### src/rtl/simon_debounce.sv
// Button conditioner: 2-flop synchroniser, debounce counter, rising-edge pulse.
// Latency: 2 sync cycles + DEBOUNCE_CYCLES stable samples; no backpressure.
module simon_debounce #(
  parameter int DEBOUNCE_CYCLES = 1_000_000
) (
  input  logic clock,
  input  logic reset,
  input  logic raw,
  output logic level,
  output logic rise
);

  localparam int CNT_W = (DEBOUNCE_CYCLES > 1) ? $clog2(DEBOUNCE_CYCLES) : 1;
  localparam logic [CNT_W-1:0] CNT_LAST = CNT_W'(DEBOUNCE_CYCLES - 1);

  logic             sync1_q, sync1_d;
  logic             sync2_q, sync2_d;
  logic             level_q, level_d;
  logic             rise_q, rise_d;
  logic [CNT_W-1:0] cnt_q, cnt_d;

  // Any sample that agrees with the accepted level restarts the count, so a
  // bouncing input never accumulates DEBOUNCE_CYCLES consecutive samples.
  always_comb begin
    sync1_d = raw;
    sync2_d = sync1_q;
    level_d = level_q;
    cnt_d   = '0;
    if (sync2_q != level_q) begin
      if (cnt_q == CNT_LAST) begin
        level_d = sync2_q;
      end else begin
        cnt_d = cnt_q + 1'b1;
      end
    end
    rise_d = level_d & ~level_q;
  end

  always_ff @(posedge clock or posedge reset) begin
    if (reset) begin
      sync1_q <= 1'b0;
      sync2_q <= 1'b0;
      level_q <= 1'b0;
      rise_q  <= 1'b0;
      cnt_q   <= '0;
    end else begin
      sync1_q <= sync1_d;
      sync2_q <= sync2_d;
      level_q <= level_d;
      rise_q  <= rise_d;
      cnt_q   <= cnt_d;
    end
  end

  assign level = level_q;
  assign rise  = rise_q;

endmodule

### config.mk
export PLATFORM = sky130hd
export DESIGN_NAME = simon_debounce
export DESIGN_NICKNAME = d
export VERILOG_FILES = /design/src/rtl/simon_debounce.sv
export SDC_FILE = /design/constraint.sdc
export NUM_CORES = 1
export LEC_CHECK = 0
export ABC_AREA = 1
export CELL_PAD_IN_SITES_DETAIL_PLACEMENT = 0
export CELL_PAD_IN_SITES_GLOBAL_PLACEMENT = 1
export CORE_UTILIZATION = 40
export CTS_CLUSTER_SIZE = 40
export DETAILED_ROUTE_END_ITERATION = 7
export PLACE_DENSITY = 0.77
export REMOVE_ABC_BUFFERS = 1
export SLEW_MARGIN = 15
export SYNTH_ARGS = -nofsm -noshare
export SYNTH_HDL_FRONTEND = slang
export SYNTH_SLANG_ARGS = --single-unit
### constraint.sdc
create_clock -name clock -period 1.4 [get_ports clock]
set_input_delay 0.14 -clock clock [delete_from_list [all_inputs] [get_ports clock]]
set_output_delay 0.14 -clock clock [all_outputs]
set_load 0.05 [all_outputs]
==> flow_metrics.tcl <==
set metrics [dict create \
    status "finished, final reports clean" \
    cts_max_path_buffers 2 \
    synthCells 164 \
    overflow 0 \
    period_needed_ps 1370 \
    cap_violations 0 \
    cts_tree "yes" \
    die-area_sq_um 3480 \
    leakage_nw 0.718 \
    synth.avg_cell_area_sq_um 7.92 \
    whs_ps 141 \
    first_pass_iters 4 \
    reg2reg_from "cnt_q[2]$_DFF_PP0_" \
    startpoint "cnt_q[2]$_DFF_PP0_" \
    nNetsFinal 185 \
    synth_cell_types 21 \
    p_per_area_nw_per_um2 704 \
    dr.first_iter.drc_count 48 \
    grt_use_total 0.179 \
    worstReg2RegEnd "cnt_q[9]$_DFF_PP0_" \
    coreArea_sq_um 3080 \
    ctsHoldBuffers 0 \
    syn2layout_area_growth_pct 25.4 \
    cts_root_buffer "clkbuf_4" \
    gp_congestion 0.836 \
    hp-class "in -> async" \
    critical_path_class "reg -> reg" \
    vias_per_cell 4.88 \
    synth-seq-area-share 0.462 \
    grt_max_degree 25 \
    yosysWarnings 0 \
    drive_gt1_frac 0.278 \
    end_kind "register" \
    ys_ff_latch 24 \
    rows 20 \
    fin_worst_skew_ps 7.21 \
    grt_setup_unrepaired "yes" \
    r2r_slack_ps 30 \
    htree_levels 1 \
    numClockSinks 24 \
    wire_per_inst_um 12.8 \
    period_share 0.979 \
    dp_cells 217 \
    start_kind "register" \
    grt_pass1_wl_um 4660 \
    antenna_found_initial 0 \
    r2r_cells 6 \
    ios 5 \
    arrival_ps 1590 \
    dp_hpwl_um 2030 \
    netlist_area_sq_um 1300 \
    timing.final.max_slew_violations 0 \
    worstMarginPinSlew_ps 301 \
    finalWirelength_um 2860 \
    remaining_drc_errors 0 \
    die_x_um 59.0 \
    cts.reportedPaths.clkPinSlew_ps 130 \
    instances_no_fill 224 \
    vias 1094 \
    max_freq_ghz 0.729 \
    slew_headroom 0.799 \
    hold_viol_final 0 \
    first_global_vias 1074 \
    start_util 0.422 \
    postRouteAntennaNets 0 \
    cp_max_fo 4 \
    num_antenna_cells 0 \
    finalSetupViolCount 0 \
    vdd.ir_drop.worst_v 0.000341 \
    port_buffers 4 \
    critPathCapture "cnt_q[9]$_DFF_PP0_" \
    cts_made_buffers 3 \
    die_y_um 59.0 \
    clock_latency_ps 320 \
    cp.required_ps 1620 \
]
==> cells by family after synthesis <==
| logic type | synth area share |
|---|---|
| fa+ha+maj | 0.00963 |
| xor+xnor | 0.0732 |
| compound gates | 0.0270 |
| flops | 0.462 |
| buf+inv | 0.0491 |
| simple gates | 0.379 |
==> cell usage in the layout (no fill, tap or decap), types with 2 or more instances in the layout <==
| master | n |
|---|---|
| nand2_1 | 24 |
| nand2_2 | 4 |
| o21ai_1 | 4 |
| clkdlybuf4s50_1 | 2 |
| inv_2 | 2 |
| inv_1 | 15 |
| nor2_4 | 5 |
| nand3_1 | 8 |
| xnor2_1 | 2 |
| nor3_2 | 2 |
| buf_6 | 3 |
| a21oi_1 | 2 |
| nand2_4 | 4 |
| dfrtp_1 | 21 |
| xor2_1 | 6 |
| buf_4 | 6 |
| nor3_1 | 2 |
| xor2_2 | 2 |
| nor2_2 | 5 |
| clkbuf_4 | 3 |
| dfrtp_2 | 3 |
| nand4_1 | 4 |
| nor2_1 | 38 |
| nand3_2 | 4 |
==> critical path, stage by stage (launching register included) <==
cell and delay (ps):
dfrtp_2 450, nand2_1 140, nor2_4 200, nand2_4 90
nor2_4 180, xor2_2 160, nor2_1 50
==> cell usage after synthesis (all sizes together) <==
| library cell | count | area (sq um) |
|---|---|---|
| nor2 | 48 | 205 |
| nand2 | 32 | 138 |
| dfrtp | 24 | 601 |
| inv | 17 | 63.8 |
| nand3 | 13 | 65.1 |
| xor2 | 8 | 77.6 |
| o21ai | 5 | 25.0 |
| nand4 | 4 | 25.0 |
| nor3 | 4 | 20.0 |
| a21oi | 2 | 10.0 |
| nor3b | 2 | 25.0 |
| xnor2 | 2 | 17.5 |
| ha | 1 | 12.5 |
| nand3b | 1 | 7.51 |
| or2 | 1 | 6.26 |
==> flip-flops by register name (all words and copies together), names as in the netlist <==
register  cells
cnt_q        20
sync1_q       1
sync2_q       1
level         1
rise          1
==> metal layers <==
layer	vias up	GRT usage	part of all wire
met5	-	0	0
li1	547	-	-
met4	0	0.0748	0.018
met1	510	0.257	0.49
met2	28	0.274	0.46
met3	9	0.0197	0.038
==> worst min-delay path by stage <==
| stage | start | end | depth (start not counted) |
|---|---|---|---|
| floorplan | reset | cnt_q[0]$_DFF_PP0_ | 1 |
| global placement | sync1_q$_DFF_PP0_ | sync2_q$_DFF_PP0_ | 0 |
| detailed placement | sync1_q$_DFF_PP0_ | sync2_q$_DFF_PP0_ | 0 |
| CTS | reset | sync1_q$_DFF_PP0_ | 3 |
| global route | reset | cnt_q[9]$_DFF_PP0_ | 3 |
| finish | reset | sync1_q$_DFF_PP0_ | 3 |
==> report_power, final <==
| group | switching [W] | internal, W |
|---|---|---|
| Combinational | 0.0000401 | 0.0000264 |
| Clock | 0.000207 | 0.000159 |
| Sequential | 0.0000111 | 0.000703 |
| Total | 0.000258 | 0.000889 |
==> stage by stage <==
| stage | total power (W) | setup WS, ps | TNS (ps) | util | area (sq um) |
|---|---|---|---|---|---|
| after floorplan | 0.000756 | 74.2 | 0 | - | 1300 |
| after global placement | 0.000779 | -44.8 | -241 | 0.467 | 1440 |
| after detailed placement | 0.000781 | -53.4 | -329 | 0.467 | 1440 |
| after CTS | 0.00115 | 15.7 | 0 | 0.484 | 1490 |
| after global routing | 0.00120 | -68.7 | -402 | 0.529 | 1630 |
| final | 0.00115 | 29.0 | 0 | 0.529 | 1630 |
==> final cells by class <==
class / count / area, sq um
Multi-Input combinational cell: 123 / 751
Timing Repair Buffer: 12 / 119
Clock buffer: 4 / 36.3
Inverter: 17 / 63.8
Tap cell: 44 / 55.1
Fill cell: 302 / 1450
Sequential cell: 24 / 604
==> what timing repair did <==
action	4_1_cts	5_1_grt
pin swaps	1	13
buffers inserted	0	3
cloned	0	0
hold endpoints to repair	0	0
endpoints found under the setup margin	8	15
resized for setup	3	27
Power figures use the tool's default switching activity.
